==> config.mk <==
export PLATFORM = sky130hd
export DESIGN_NAME = ramb4_s1_fifo_ctrl
export DESIGN_NICKNAME = d
export VERILOG_FILES = /design/src/rtl/ramb4_fifo_pkg.sv /design/src/rtl/fifo_out_buf.sv /design/src/rtl/ramb4_s1_fifo_ctrl.sv
export SDC_FILE = /design/constraint.sdc
export NUM_CORES = 1
export LEC_CHECK = 0
export CORE_UTILIZATION = 38
export CTS_BUF_LIST = sky130_fd_sc_hd__clkbuf_8
export DETAILED_ROUTE_END_ITERATION = 16
export GPL_TIMING_DRIVEN = 0
export PLACE_DENSITY_LB_ADDON = 0.08
export REMOVE_ABC_BUFFERS = 1
export SETUP_SLACK_MARGIN = 0.2
export SLEW_MARGIN = 20
export SYNTH_ARGS = -nofsm -noshare
export SYNTH_HDL_FRONTEND = slang
export SYNTH_SLANG_ARGS = --single-unit
==> constraint.sdc <==
create_clock -name CLK -period 9 [get_ports CLK]
set_clock_uncertainty 0.1 [all_clocks]
set_input_delay 0.9 -clock CLK [delete_from_list [all_inputs] [get_ports CLK]]
set_output_delay 0.9 -clock CLK [all_outputs]
set_load 0.05 [all_outputs]
==> src/rtl/ramb4_fifo_pkg.sv <==
// Shared sizing and arbitration types for the RAMB4_S1 streaming FIFO controller.
package ramb4_fifo_pkg;

    localparam int unsigned DEPTH     = 4096;
    localparam int unsigned ADDR_W    = 12;
    localparam int unsigned BUF_DEPTH = 3;

    typedef enum logic [1:0] {GNT_IDLE, GNT_WR, GNT_RD} grant_e;
    typedef enum logic       {PRIO_WR, PRIO_RD}         prio_e;

endpackage

==> src/rtl/fifo_out_buf.sv <==
// Three-entry, 1-bit prefetch buffer holding bits already read out of the RAM.
module fifo_out_buf
    import ramb4_fifo_pkg::*;
(
    input  logic       clk_int,
    input  logic       rst_n,
    input  logic       push,
    input  logic       push_data,
    input  logic       pop,
    output logic       pop_data,
    output logic [1:0] count,
    output logic       valid
);

    logic [BUF_DEPTH-1:0] slots;
    logic [1:0]           wr_idx;
    logic                 pop_eff;

    assign valid    = (count != '0);
    assign pop_data = slots[0];
    assign pop_eff  = pop && valid;

    // Head lives in slot 0; on a simultaneous pop the new bit lands one slot lower.
    always_comb begin
        wr_idx = count;
        if (pop_eff) begin
            wr_idx = count - 2'd1;
        end
    end

    always_ff @(posedge clk_int) begin
        if (!rst_n) begin
            count <= '0;
            slots <= '0;
        end else begin
            if (pop_eff) begin
                slots <= {1'b0, slots[BUF_DEPTH-1:1]};
            end
            if (push && (wr_idx < 2'(BUF_DEPTH))) begin
                slots[wr_idx] <= push_data;
            end
            count <= count + {1'b0, push} - {1'b0, pop_eff};
        end
    end

endmodule

==> src/rtl/ramb4_s1_fifo_ctrl.sv <==
// Single-port RAMB4_S1 FIFO controller: write/read arbitration, pointers and prefetch.
// Define FIFO_CTRL_LEVEL_EN to expose the LEVEL occupancy port.
module ramb4_s1_fifo_ctrl
    import ramb4_fifo_pkg::grant_e, ramb4_fifo_pkg::prio_e,
           ramb4_fifo_pkg::GNT_IDLE, ramb4_fifo_pkg::GNT_WR, ramb4_fifo_pkg::GNT_RD,
           ramb4_fifo_pkg::PRIO_WR, ramb4_fifo_pkg::PRIO_RD;
#(
    parameter int unsigned DEPTH  = ramb4_fifo_pkg::DEPTH,
    parameter int unsigned ADDR_W = ramb4_fifo_pkg::ADDR_W
) (
    input  logic              CLK,
    input  logic              RST_N,
    input  logic              WR_VALID,
    input  logic              WR_DATA,
    output logic              WR_READY,
    output logic              RD_VALID,
    output logic              RD_DATA,
    input  logic              RD_READY,
    output logic [ADDR_W-1:0] RAM_ADDR,
    output logic              RAM_DI,
    output logic              RAM_WE,
    output logic              RAM_EN,
    output logic              RAM_RST,
    input  logic              RAM_DO
`ifdef FIFO_CTRL_LEVEL_EN
    ,
    output logic [ADDR_W:0]   LEVEL
`endif
);

    localparam logic [ADDR_W:0] DEPTH_C = (ADDR_W + 1)'(DEPTH);

    logic [ADDR_W-1:0] wr_ptr;
    logic [ADDR_W-1:0] rd_ptr;
    logic [ADDR_W:0]   mem_count;
    prio_e             prio;
    logic              inflight;
    logic [1:0]        buf_count;
    logic              buf_valid;
    logic              buf_data;
    logic              full;
    logic              want_rd;
    logic              pop;
    grant_e            gnt;

    assign full    = (mem_count == DEPTH_C);
    assign want_rd = (mem_count != '0) && (({1'b0, buf_count} + {2'b00, inflight}) < 3'd3);

    assign RAM_DI   = WR_DATA;
    assign RAM_RST  = ~RST_N;
    assign WR_READY = RST_N && !full && !(want_rd && (prio == PRIO_RD));
    assign RD_VALID = RST_N && buf_valid;
    assign RD_DATA  = buf_data;
    assign pop      = RD_VALID && RD_READY;

    always_comb begin
        gnt      = GNT_IDLE;
        RAM_EN   = 1'b0;
        RAM_WE   = 1'b0;
        RAM_ADDR = rd_ptr;
        if (RST_N) begin
            if (want_rd && ((prio == PRIO_RD) || !WR_VALID || full)) begin
                gnt = GNT_RD;
            end else if (WR_VALID && !full) begin
                gnt = GNT_WR;
            end
        end
        unique case (gnt)
            GNT_WR: begin
                RAM_EN   = 1'b1;
                RAM_WE   = 1'b1;
                RAM_ADDR = wr_ptr;
            end
            GNT_RD: begin
                RAM_EN = 1'b1;
            end
            default: ;
        endcase
    end

    // inflight marks a read issued on the previous edge whose data is on RAM_DO now.
    always_ff @(posedge CLK) begin
        if (!RST_N) begin
            wr_ptr    <= '0;
            rd_ptr    <= '0;
            mem_count <= '0;
            prio      <= PRIO_WR;
            inflight  <= 1'b0;
        end else begin
            unique case (gnt)
                GNT_WR: begin
                    wr_ptr    <= wr_ptr + 1'b1;
                    mem_count <= mem_count + 1'b1;
                    prio      <= PRIO_RD;
                    inflight  <= 1'b0;
                end
                GNT_RD: begin
                    rd_ptr    <= rd_ptr + 1'b1;
                    mem_count <= mem_count - 1'b1;
                    prio      <= PRIO_WR;
                    inflight  <= 1'b1;
                end
                default: begin
                    inflight <= 1'b0;
                end
            endcase
        end
    end

    fifo_out_buf u_out_buf (
        .clk_int   (CLK),
        .rst_n     (RST_N),
        .push      (inflight),
        .push_data (RAM_DO),
        .pop       (pop),
        .pop_data  (buf_data),
        .count     (buf_count),
        .valid     (buf_valid)
    );

`ifdef FIFO_CTRL_LEVEL_EN
    assign LEVEL = mem_count + (ADDR_W + 1)'(inflight) + (ADDR_W + 1)'(buf_count);
`endif

endmodule
==> metrics.cfg <==
[logic_synthesis]
netlist_area_um2=2610
ys_warn_count=0
avgSynthCellArea_um2=8.85
synthesis.instances=295
synth-seq-cells=44
ys_seq_area_share_pct=33.7
yosys.area.top_type=dfxtp_1
yosys.area.top_type_share_pct=33.7
synth_area_leaders=dfxtp_1 (34%), ha_1 (9.6%), xor2_1 (6.0%)
synth_ff_type=dfxtp_1
yosysUniqueCellTypes=47
synthArstFlopShare_pct=0
synth_edf_count=0

[global_routing]
grt_pass1_wl_mm=9.22
grt_use_met1_pct=21.8
grt_use_total_pct=15.8
met3_usage_pct=3.21
first_global_vias=1958
grt_max_degree=39
overflow=0
met2_usage_pct=25.1
busiest_layer=met2
grt_antenna_before_repair=0

[die]
fp.dieH_um=84.9
core-area_um2=6490
dieArea_um2=7200
initial_utilization_pct=40.2
fp.dieW_um=84.9
io_pins=25
rows=29

[routing]
drt-wirelength-per-cell_um=13.2
drt-initial-drc-count=62
drt_first_pass_iters=4
drt_wl_total_mm=5.16
vias=2013
remaining_drc_errors=0
vias_per_cell=5.16
ant_nets=0

[timing]
max_freq_ghz=0.186
worst_pin_slew_ns=0.805
post-route-period-util_pct=59.8
fin_tns_setup_ns=0
finalHoldViolations=0
rsz0062_at_grt=no
max-slew-margin-rel_pct=46.3
hold_slack_ns=0.377
setup_viol=0
slew_viol_final=0
min_period_ns=5.38

[worst_hold_path]
hp-class=flop to flop

[power]
power_density_nw_per_um2=295
peakVddDrop_mv=0.183
p_leak_nw=1.26

[finish]
diodes=0
final_nets=339
drive_above_1_share_pct=10.2
fillers=653
synthToLayoutAreaGrowth_pct=14.4

[cts]
cts_resized=0
ctsHoldBuffers=0
cts-root-buf=clkbuf_8
clock_path_buffers=2
htree_levels=2
numClockSinks=44
post-cts-setup-buffers=0
clk_pin_slew_ns=0.09
clock_insertion_delay_worst_skew_ns=0.30
cts_buffers=5
cts_tree=built

[flow_run]
maxCapViolCount=0

[place]
hpwl_mm=3.67
finalWeightedCongestion=0.756
port_buffers=22

[status]
status=finished, final reports clean

[setup_path]
crit_arrival_ns=4.38
end_kind=output pin
critPathRequiredTime_ns=8.00
startpoint_type=input pin
crit_fanout=38
setup.worst_path.class=input pin to output pin

-- cells in the mapped netlist, types with 2 or more instances --
cell type   n
o21ai_1     4
o211ai_1    3
inv_1      12
buf_4       2
buf_1       5
nand3_1    11
or3_1       3
ha_1       20
a21oi_2     2
nand4_1     5
and3_1      7
dfxtp_1    44
nor4_1      3
a21o_1      4
nor2_1     33
clkbuf_1    2
and4_1      2
xor2_1     18
nand2b_1    4
a21oi_1    15
mux2i_1     7
xnor2_1    12
a211oi_1    2
mux2_2     12
o311a_1     2
o21ai_0    10
buf_2       2
nand2_1    30
-- worst max-delay path, stage by stage --
cell and delay, ns:
clkdlybuf4s50_1 0.84, inv_2 0.44, nor2_1 0.24, nand2_1 0.10, inv_1 0.06, ha_1 0.67, mux2_2 0.42, clkdlybuf4s50_1 0.71
-- cells in the final DEF, fill, tap and decap left out, types with 2 or more instances in the layout --
cell type and instances:
nand4_1 5, o21ai_0 10, nand2b_1 4, mux2_2 12
ha_1 20, nor4_1 3, o21ai_1 4, and3_1 7
xnor2_1 12, xor2_1 18, nand3_1 11, a21oi_2 2
dfxtp_1 44, o211ai_1 3, or3_1 3, nand2_1 30
mux2i_1 7, a21o_1 4, inv_1 11, a211oi_1 2
and4_1 2, a21oi_1 15, clkbuf_8 6, nor2_1 33
o311a_1 2, clkdlybuf4s50_1 22
-- flip-flops by register name, indices dropped and copies added, names as in the netlist --
| signal | flops |
|---|---|
| rd_ptr | 12 |
| wr_ptr | 12 |
| inflight | 1 |
| prio | 1 |
| u_out_buf.slots | 3 |
| mem_count | 13 |
| u_out_buf.count | 2 |
-- worst paths after layout --
kind,from,endpoint,slack (ns),cells after the start
worst min register to register,prio,prio,0.38,2
worst max register to register,inflight,mem_count[12],4.99,16
worst min-delay path,prio,prio,0.38,2
worst max-delay path,RST_N,RAM_ADDR[4],3.62,8
-- layer usage --
layer / up-vias / routed length [µm] / share of wire (%)
li1: 1065 / - / -
met1: 924 / 2770 / 54
met2: 18 / 2200 / 43
met3: 6 / 126 / 2.4
met4: 0 / 56 / 1.1
met5: - / 0 / 0
-- cells by family (layout without fill, tap and decap cells) --
logic type | after synthesis | in the layout | share of synthesized area, %
and+or+nand+nor | 107 | 107 | 20.5
muxes | 19 | 19 | 7.86
AOI/OAI and AO/OA | 50 | 50 | 13.4
DFF | 44 | 44 | 33.7
xor gates and xnor gates | 30 | 30 | 10.1
adders and majority gates | 21 | 21 | 10.4
buffers and inverters | 24 | 42 | 4.12
-- stage by stage --
| stage | utilization [%] | power [mW] | cells | worst slack [ns] | area (µm²) |
|---|---|---|---|---|---|
| 2_1_floorplan | - | 0.621 | 283 | 4.13 | 2550 |
| 3_3_place_gp | 44.1 | 0.722 | 382 | 3.17 | 2860 |
| 3_5_place_dp | 44.1 | 0.724 | 382 | 3.55 | 2860 |
| 4_1_cts | 46.0 | 0.892 | 390 | 3.54 | 2990 |
| 5_1_grt | 46.0 | 0.956 | 390 | 3.27 | 2990 |
| 6_report | 46.0 | 0.880 | 390 | 3.62 | 2990 |
-- power breakdown --
part	leakage [nW]	switching (mW)	internal, mW
Clock	0.0614	0.0737	0.0909
Sequential	0.357	0.0318	0.232
Combinational	0.837	0.274	0.178
Total	1.26	0.380	0.500
-- area by class of cell --
class	count	area, µm²	share of cell area, %
repair buffers	22	220	7.38
well taps	77	96.3	3.23
inverters	12	45.0	1.51
multi-input cells	227	1620	54.3
clock inverters	2	38.8	1.30
clock buffers	6	82.6	2.77
flip-flops and latches	44	881	29.5
No activity file was read; power rests on OpenSTA's default activity.
